--- src/rtl/fifo_ram_ctrl.sv ---
// Pointer/flag controller that turns a dual-port simple RAM into a first-word-fall-through FIFO.
// Define FIFO_CTRL_LEVEL_EN to add the occupancy counter (level) and a registered almost_full flag.
module fifo_ram_ctrl #(
   parameter int ADDR_WIDTH = 3
) (
   input  logic                  clk,
   input  logic                  reset,
   input  logic                  wr,
   input  logic                  rd,
   output logic                  we,
   output logic [ADDR_WIDTH-1:0] w_addr,
   output logic [ADDR_WIDTH-1:0] r_addr,
   output logic                  full,
   output logic                  empty
`ifdef FIFO_CTRL_LEVEL_EN
   ,
   output logic [ADDR_WIDTH:0]   level,
   output logic                  almost_full
`endif
);

   logic [ADDR_WIDTH-1:0] wr_ptr_reg, wr_ptr_next;
   logic [ADDR_WIDTH-1:0] rd_ptr_reg, rd_ptr_next;
   logic                  full_reg, full_next;
   logic                  empty_reg, empty_next;
   logic                  push_ok, pop_ok;

   // A push into a full FIFO is fine when a pop frees the head slot on the same edge.
   always_comb begin
      push_ok = wr & (~full_reg | rd) & ~reset;
      pop_ok  = rd & ~empty_reg & ~reset;
   end

   always_comb begin
      wr_ptr_next = push_ok ? wr_ptr_reg + ADDR_WIDTH'(1) : wr_ptr_reg;
      rd_ptr_next = pop_ok  ? rd_ptr_reg + ADDR_WIDTH'(1) : rd_ptr_reg;
      full_next   = full_reg;
      empty_next  = empty_reg;
      case ({push_ok, pop_ok})
         2'b10: begin
            empty_next = 1'b0;
            full_next  = (wr_ptr_next == rd_ptr_reg);
         end
         2'b01: begin
            full_next  = 1'b0;
            empty_next = (rd_ptr_next == wr_ptr_reg);
         end
         default: ;
      endcase
   end

   always_ff @(posedge clk or posedge reset) begin
      if (reset) begin
         wr_ptr_reg <= '0;
         rd_ptr_reg <= '0;
         full_reg   <= 1'b0;
         empty_reg  <= 1'b1;
      end else begin
         wr_ptr_reg <= wr_ptr_next;
         rd_ptr_reg <= rd_ptr_next;
         full_reg   <= full_next;
         empty_reg  <= empty_next;
      end
   end

   // The RAM registers r_addr itself, so presenting the next read pointer keeps q on the head.
   assign we     = push_ok;
   assign w_addr = wr_ptr_reg;
   assign r_addr = rd_ptr_next;
   assign full   = full_reg;
   assign empty  = empty_reg;

`ifdef FIFO_CTRL_LEVEL_EN
   localparam int                DEPTH     = 2 ** ADDR_WIDTH;
   localparam logic [ADDR_WIDTH:0] AF_THRESH = (ADDR_WIDTH + 1)'(DEPTH - 1);

   logic [ADDR_WIDTH:0] level_reg, level_next;
   logic                almost_full_reg;

   always_comb begin
      level_next = level_reg;
      case ({push_ok, pop_ok})
         2'b10:   level_next = level_reg + (ADDR_WIDTH + 1)'(1);
         2'b01:   level_next = level_reg - (ADDR_WIDTH + 1)'(1);
         default: ;
      endcase
   end

   always_ff @(posedge clk or posedge reset) begin
      if (reset) begin
         level_reg       <= '0;
         almost_full_reg <= 1'b0;
      end else begin
         level_reg       <= level_next;
         almost_full_reg <= (level_next >= AF_THRESH);
      end
   end

   assign level       = level_reg;
   assign almost_full = almost_full_reg;
`endif

endmodule

--- config.mk ---
export PLATFORM = sky130hd
export DESIGN_NAME = fifo_ram_ctrl
export DESIGN_NICKNAME = d
export VERILOG_FILES = /design/src/rtl/fifo_ram_ctrl.sv
export SDC_FILE = /design/constraint.sdc
export NUM_CORES = 1
export LEC_CHECK = 0
export BUFFER_PORTS_ARGS = -buffer_cell sky130_fd_sc_hd__buf_2
export CORE_MARGIN = 3
export CORE_UTILIZATION = 40
export CTS_CLUSTER_SIZE = 12
export DETAILED_ROUTE_END_ITERATION = 12
export PLACE_DENSITY = 0.64
export SKIP_CTS_REPAIR_TIMING = 1
export SLEW_MARGIN = 20
export SYNTH_ARGS = -nofsm -noshare
export SYNTH_HDL_FRONTEND = slang
export SYNTH_SLANG_ARGS = --single-unit
--- constraint.sdc ---
create_clock -name clk -period 1.91 [get_ports clk]
set_input_delay 0.382 -clock clk [delete_from_list [all_inputs] [get_ports clk]]
set_output_delay 0.382 -clock clk [all_outputs]
set_load 0.01 [all_outputs]
### Word-level counts from Yosys, hierarchy flattened

Cells that the tools add are included.

| word-level totals | value |
|---|---|
| register bits | 8 |
| input bits | 4 |
| word-level logic and storage cells | 23 |

| operators by class | value |
|---|---|
| add/subtract/negate cells | 2 |
| eq/ne operators | 4 |
| muxes and demuxes | 4 |
| bitwise logic cells | 8 |
| reductions and logical operators | 1 |

Operators by type and width:

| kind | number |
|---|---|
| adder 3 x 1 -> 3 bit (second input constant) | 2 |
| == test 3 bit | 2 |
| two-way mux 3 bit | 2 |
| bitwise AND 1 bit | 4 |
| case mux 1 bit (2 select lines) | 2 |
| inverter 1 bit | 3 |
| == test 2 x 1 -> 1 bit (second input constant) | 1 |
| == test 2 bit (second input constant) | 1 |
| nonzero test 2 bit | 1 |
| OR 1 bit | 1 |

### Longest topological paths before layout

Gate-level depths: netlist of run 1.

| depth | value |
|---|---|
| word-level depth | 7 |
| mapped depth | 5 |
| depth with buffers taken out | 5 |

### Worst setup path after synthesis of run 1

No wires, ideal clock.

| timing path | value |
|---|---|
| kind | reg2reg |
| from | reg wr_ptr_reg[0], in the netlist w_addr[0] |
| to | reg full_reg, in the netlist full |
| data arrival time | 1.551 ns |
| data required time | 1.788 ns |
| path slack | 0.237 ns |
| stages on the path, launching flop included | 5 |
| path buffers | 0 |
| cell sequence | dfrtp_1 -> ha_1 -> and3b_1 -> mux4_2 -> a32o_1 |

| between the ends | value |
|---|---|
| cells in the longest elaborated chain, start to end | 4 |

Ends and longest elaborated chain:

| what | line | RTL |
|---|---|---|
| start, declared | 22 | `logic [ADDR_WIDTH-1:0] wr_ptr_reg, wr_ptr_next;` |
| start signal, assigned | 59 | `wr_ptr_reg <= wr_ptr_next;` |
| adder 3 x 1 -> 3 bit | 35 | `wr_ptr_next = push_ok ? wr_ptr_reg + ADDR_WIDTH'(1) : wr_ptr_reg;` |
| two-way mux 3 bit (*) | 35 |  |
| == test 3 bit (*) | 42 | `full_next = (wr_ptr_next == rd_ptr_reg);` |
| case mux 1 bit (2 select lines) (*) | 39 | `case ({push_ok, pop_ok})` |
| end signal, assigned | 61 | `full_reg <= full_next;` |
| end, declared | 24 | `logic full_reg, full_next;` |

Mark *: on every way between the ends. The rest lies on a longest branch, timed or not.
A chain may end at the register's enable or synchronous reset.

### Final worst setup path of run 1

| timing path | value |
|---|---|
| from | reg empty_reg, in the netlist empty |
| to | out r_addr[1] |

| between the ends | value |
|---|---|
| cells in the longest elaborated chain, start to end | 4 |

Ends and longest elaborated chain:

| what | line | RTL |
|---|---|---|
| start, declared | 25 | `logic empty_reg, empty_next;` |
| start signal, assigned | 62 | `empty_reg <= empty_next;` |
| inverter 1 bit | 31 | `pop_ok = rd & ~empty_reg & ~reset;` |
| bitwise AND 1 bit (2 in series) | 31 |  |
| two-way mux 3 bit | 36 | `rd_ptr_next = pop_ok ? rd_ptr_reg + ADDR_WIDTH'(1) : rd_ptr_reg;` |
| end, declared | 12 | `output logic [ADDR_WIDTH-1:0] r_addr,` |

Every way passes these cells.

==> key figures, run 1 <==
GRT
  – First-pass GRT wire length: 1640 um
  – Vias in the first global route: 369
  – GRT Resource Usage Total: 12.8%
  – Largest net degree at the start of global routing: 9
  – Initial antenna violation count: 0
  – Grt ovf: 0

Logic synthesis
  – Post-Syn Nets: 54
  – FFs w/ async S/R, synth: 100%
  – Top cell type by total area after synthesis: dfrtp_1
  – Synth top area cells: dfrtp_1 34%, xor2_1 8.4%, ha_1 7.2%, dfstp_2 5.1%, xnor2_1 5.1%
  – Share of the synthesized area in the top cell type: 33.7%
  – Ys Warns: 0
  – Share of the yosys chip area belonging to registers: 38.8%
  – Post-synth EDFFs: 0
  – Unique cell type count in the Yosys netlist: 28
  – Post-synthesis instance total: 47
  – Avg Inst Size Synth: 11.0 um^2
  – Top FF cell, synth: dfrtp_1
  – FF+latch count, synth: 8
  – Synthesized area: 519 um^2

Floorplan
  – Starting density of the core: 44.9%
  – Number of placement rows: 12
  – Die ar.: 1770 um^2
  – DIE WIDTH: 42.0 um
  – CORE AREA: 1160 um^2
  – IO Pins: 13
  – Height of the die: 42.0 um

STA
  – Final hold violations: 0
  – Worst slew pin tran: 307 ps
  – Fmax: 539 MHz
  – RSZ-0062 raised after global routing: no
  – Setup_tns: 0 ps
  – Tmin final: 1850 ps
  – Max Clock Skew: 2.79 ps
  – PnR worst setup slack: 55.5 ps
  – Normalized max-slew margin: 79.5%
  – Final setup viols: 0
  – Max-slew violation count: 0
  – Period utilization: 97.1%

Final layout
  – Proportion of layout cells with a drive suffix above 1: 36.5%
  – Non-filler cells, final: 77
  – Nets: 71
  – Post-layout util: 54.9%
  – Area Growth Syn to Fin: 22.2%
  – Antenna fix cells: 0

Clock network
  – Root buf cell: clkbuf_4
  – CTS clk-pin slew, worst paths: 60 ps
  – Clock sink count: 8
  – TritonCTS clock tree: built
  – Number of buffers created by CTS: 3
  – Worst skew pair latency: 260 ps
  – # H-tree levels: 1
  – CTS Buffer Depth: 2

Drt
  – Detailed Routing Iterations Pass 1: 5
  – Routed len/inst: 13.4 um
  – 1st-iter DRT viols: 2
  – Post-route DRC violation count: 0
  – Post-Route WL: 1030 um
  – Vias/cell: 5.16
  – Detail Route Antenna Nets: 0
  – Via count: 397

Place
  – Port bufs: 12
  – Final Wtd Congestion: 0.816
  – Detailed placement HPWL: 818 um
  – Dpl cells: 73
  – Setup Slack @ Placement: 178 ps

Critical path
  – Slowest Stage Delay on Critical Path: 550 ps
  – Worst-case reg-to-reg path depth: 4
  – Crit end category: output pin
  – CP Depth: 4
  – Critical path data required time: 1530 ps
  – Critical Path AT: 1470 ps
  – Crit-path slowest cell: dfstp_2
  – Crit path launch type: flip-flop
  – Reg-to-reg slack, setup: 200 ps
  – CP max FO: 7
  – CP Buf/Inv Count: 2
  – Worst path cell trace: nor3b_2 -> buf_4 -> mux2_4 -> buf_2
  – CP top delay family: flip-flops
  – Worst Setup Path Type: flip-flop to output pin

Outcome
  – Status: completed

Worst hold path
  – Hold Path Class: input pin to asynchronous set/reset pin

Power
  – Leak Pwr: 0.323 nW
  – Total power divided by cell area: 1670 nW/um^2
  – Worst vdd ir: 836 uV

Run
  – Max-cap violations: 0
==> placed cells by master, fill, tap and decap left out, drive strengths merged <==
cell type | netlist | final
nand3b | 1 | 1
nand2 | 3 | 3
nor3 | 1 | 1
and3 | 1 | 1
xor2 | 5 | 5
dfstp | 1 | 1
dfrtp | 7 | 7
xor3 | 1 | 1
a32o | 1 | 1
mux2 | 1 | 1
a31oi | 1 | 1
and3b | 1 | 1
xnor2 | 3 | 3
nand3 | 1 | 1
nand4 | 1 | 1
ha | 3 | 3
clkbuf | 1 | 4
o21ai | 2 | 2
a21oi | 1 | 1
mux4 | 1 | 1
nor3b | 1 | 1
a21boi | 1 | 1
nor2b | 1 | 1
buf | 0 | 13
o31ai | 1 | 1
nor2 | 1 | 1
inv | 3 | 3
nand2b | 1 | 1
or2 | 1 | 1
==> stage by stage <==
| step | hold WS, ps | total power, W | instance area [um^2] |
|---|---|---|---|
| CTS | 104 | 0.00105 | 627 |
| global placement | 376 | 0.000888 | 601 |
| detailed placement | 382 | 0.000905 | 601 |
| global route | 106 | 0.00114 | 634 |
| floorplan | 197 | 0.000744 | 519 |
| finish | 90.3 | 0.00106 | 634 |
==> path summary, 6_finish.rpt <==
kind	startpoint	to
worst max-delay path	empty$_DFFE_PP1P_	r_addr[1]
worst min-delay path	reset	rd_ptr_reg[2]$_DFF_PP0_
worst max register to register	w_addr[1]$_DFF_PP0_	full$_DFFE_PP0P_
worst min register to register	empty$_DFFE_PP1P_	empty$_DFFE_PP1P_
max in group asynchronous	reset	empty$_DFFE_PP1P_
min in group clk	empty$_DFFE_PP1P_	empty$_DFFE_PP1P_
==> final cells by class <==
type                    count  area, um^2
inverters                   3        11.3
flip-flops and latches      8         201
fillers                   104         522
repair buffers             13        67.6
clock buffers               4        26.3
multi-input cells          35         310
well taps                  14        17.5
==> report_power, final <==
group	internal, W	switching, W	leakage [nW]	total, W
clock	0.0000803	0.0000626	0.0150	0.000143
combinational	0.000306	0.000255	0.213	0.000561
sequential	0.000246	0.000109	0.0951	0.000355
total	0.000632	0.000426	0.323	0.00106
==> per-layer routing <==
metal	wire length, um	share of wire [%]	vias to the layer above	track usage, %
met5	0	0	-	0
met2	483	47	15	19.8
met1	457	44	184	15.5
met3	81	7.9	2	6.87
met4	9	0.87	0	3.73
li1	-	-	196	-
==> synth_stat cells (2+ instances only) <==
cell and number:
xnor2_1 3, dfrtp_1 7, ha_1 3, nand2_1 3, inv_1 3, xor2_1 5, o21ai_0 2
==> kinds of logic (layout without fill, tap and decap cells) <==
group / Yosys count / count (layout) / share of synthesized area, %
multiplexers: 2 / 2 / 7.23
adder cells (fa/ha/maj): 3 / 3 / 7.23
AO/OA/AOI/OAI: 7 / 7 / 8.92
XOR/XNOR: 9 / 9 / 18.1
flip-flops: 8 / 8 / 38.8
buffers and inverters: 4 / 20 / 2.89
AND/OR/NAND/NOR: 14 / 14 / 16.9
==> worst register-to-register path, cell delays in order, from the launching register on <==
cell,delay (ps)
dfrtp_1,420
ha_1,310
and3b_1,170
mux4_2,460
a32o_1,240
Power figures use the tool's default switching activity.
==> inputs of run 2 (changes only) <==
==> constraint.sdc (replaced) <==
create_clock -name clk -period 1.91 [get_ports clk]
set_input_delay 0.0955 -clock clk [delete_from_list [all_inputs] [get_ports clk]]
set_output_delay 0.0955 -clock clk [all_outputs]
set_load 0.01 [all_outputs]
==> run 2 against run 1 <==
Combinational power shrank 2%. Setup slack gained 130 ps. Final cell count is 1.3% higher. Critical path depth rose by 3. Clock skew fell by 2.6 ps. Sequential cell count unchanged. Total power down 2.0%. Design area up 0.39%.
==> key figures, run 2 (synthesis gave the netlist of run 1 again) <==
Floorplan
  – CORE AREA: 1160 um^2
  – Height of the die: 42.0 um
  – IO Pins: 13
  – Number of placement rows: 12
  – DIE WIDTH: 42.0 um
  – Die ar.: 1770 um^2
  – Starting density of the core: 44.9%

STA
  – Setup_tns: 0 ps
  – Final setup viols: 0
  – Max-slew violation count: 0
  – Fmax: 578 MHz
  – RSZ-0062 raised after global routing: no
  – Max Clock Skew: 0.213 ps
  – Normalized max-slew margin: 79.3%
  – Period utilization: 90.5%
  – Final hold violations: 0
  – Worst slew pin tran: 309 ps
  – Tmin final: 1730 ps

GRT
  – Initial antenna violation count: 0
  – Vias in the first global route: 363
  – First-pass GRT wire length: 1530 um
  – Largest net degree at the start of global routing: 9
  – Grt ovf: 0
  – GRT Resource Usage Total: 12.4%

Final layout
  – Proportion of layout cells with a drive suffix above 1: 34.4%
  – Nets: 72
  – Most frequent cells in the layout: 12 x buf_2, 7 x dfrtp_1, 5 x xor2_1
  – Commonest non-fill, non-tap cell in the layout: buf_2
  – Area Growth Syn to Fin: 22.7%
  – Filler Cell Count: 102
  – Antenna fix cells: 0
  – Post-layout util: 55.1%

Critical path
  – Crit end category: output pin
  – CP max FO: 5
  – Critical Path AT: 1630 ps
  – Worst Setup Path Type: input pin to output pin
  – Crit path launch type: input pin
  – Critical path data required time: 1810 ps

Clock network
  – Number of buffers created by CTS: 3
  – CTS clk-pin slew, worst paths: 50 ps
  – Root buf cell: clkbuf_4
  – Worst skew pair latency: 260 ps
  – # H-tree levels: 1
  – TritonCTS clock tree: built
  – CTS Buffer Depth: 2
  – Clock sink count: 8

Drt
  – Detail Route Antenna Nets: 0
  – Via count: 385
  – Post-Route WL: 981 um
  – Detailed Routing Iterations Pass 1: 3
  – Post-route DRC violation count: 0
  – 1st-iter DRT viols: 4
  – Vias/cell: 4.94
  – Routed len/inst: 12.6 um

Place
  – Detailed placement HPWL: 750 um
  – Final Wtd Congestion: 0.789
  – Port bufs: 12

Run
  – Max-cap violations: 0

Power
  – Total power divided by cell area: 1630 nW/um^2
  – Leak Pwr: 0.321 nW
  – Total Power: 0.00104 W
  – Worst vdd ir: 910 uV

Outcome
  – Status: completed

Worst hold path
  – Hold Path Class: input pin to flip-flop
run 2: layout make-up:
cell class | count | area [um^2] | area share, %
clock buffers | 4 | 26.3 | 4.13
inverters | 3 | 11.3 | 1.77
multi-input cells | 35 | 303 | 47.5
flip-flops and latches | 8 | 201 | 31.6
well taps | 14 | 17.5 | 2.75
repair buffers | 14 | 77.6 | 12.2
run 2: routing by layer:
layer,wire length (um),vias to the layer above,global-route usage (%)
li1,-,199,-
met1,456,168,12.9
met2,412,13,18.5
met3,89,5,8.15
met4,23,0,7.45
met5,0,-,0
run 2: worst paths after layout:
check	end	startpoint	slack, ps	cells past startpoint
max in group asynchronous	empty$_DFFE_PP1P_	reset	1270	3
setup reg to reg	full$_DFFE_PP0P_	w_addr[0]$_DFF_PP0_	230	4
hold / removal	w_addr[0]$_DFF_PP0_	wr	340	4
hold reg to reg	empty$_DFFE_PP1P_	empty$_DFFE_PP1P_	490	2
setup / recovery	r_addr[2]	reset	180	7
min in group asynchronous	full$_DFFE_PP0P_	reset	350	3
run 2: stage by stage:
stage | worst slack [ps] | hold WS, ps | std cells | instance area (um^2)
2_1_floorplan | 237 | -89.6 | 47 | 519
3_3_place_gp | 255 | 92.6 | 73 | 601
3_5_place_dp | 240 | 95.0 | 73 | 601
4_1_cts | 223 | -185 | 77 | 627
5_1_grt | 72.6 | 355 | 78 | 637
6_report | 181 | 345 | 78 | 637
run 2: power by group:
part	leakage (nW)	internal [W]	total (W)	switching (W)
Combinational	0.211	0.000299	0.000548	0.000249
Sequential	0.0951	0.000246	0.000347	0.000101
Clock	0.0150	0.0000802	0.000143	0.0000623
run 2: critical path, cell delays in order:
cell and delay (ps):
dlygate4sd3_1 530, buf_2 140, nor3b_2 290, buf_4 200, nand2_1 60, xnor2_1 160, buf_2 160
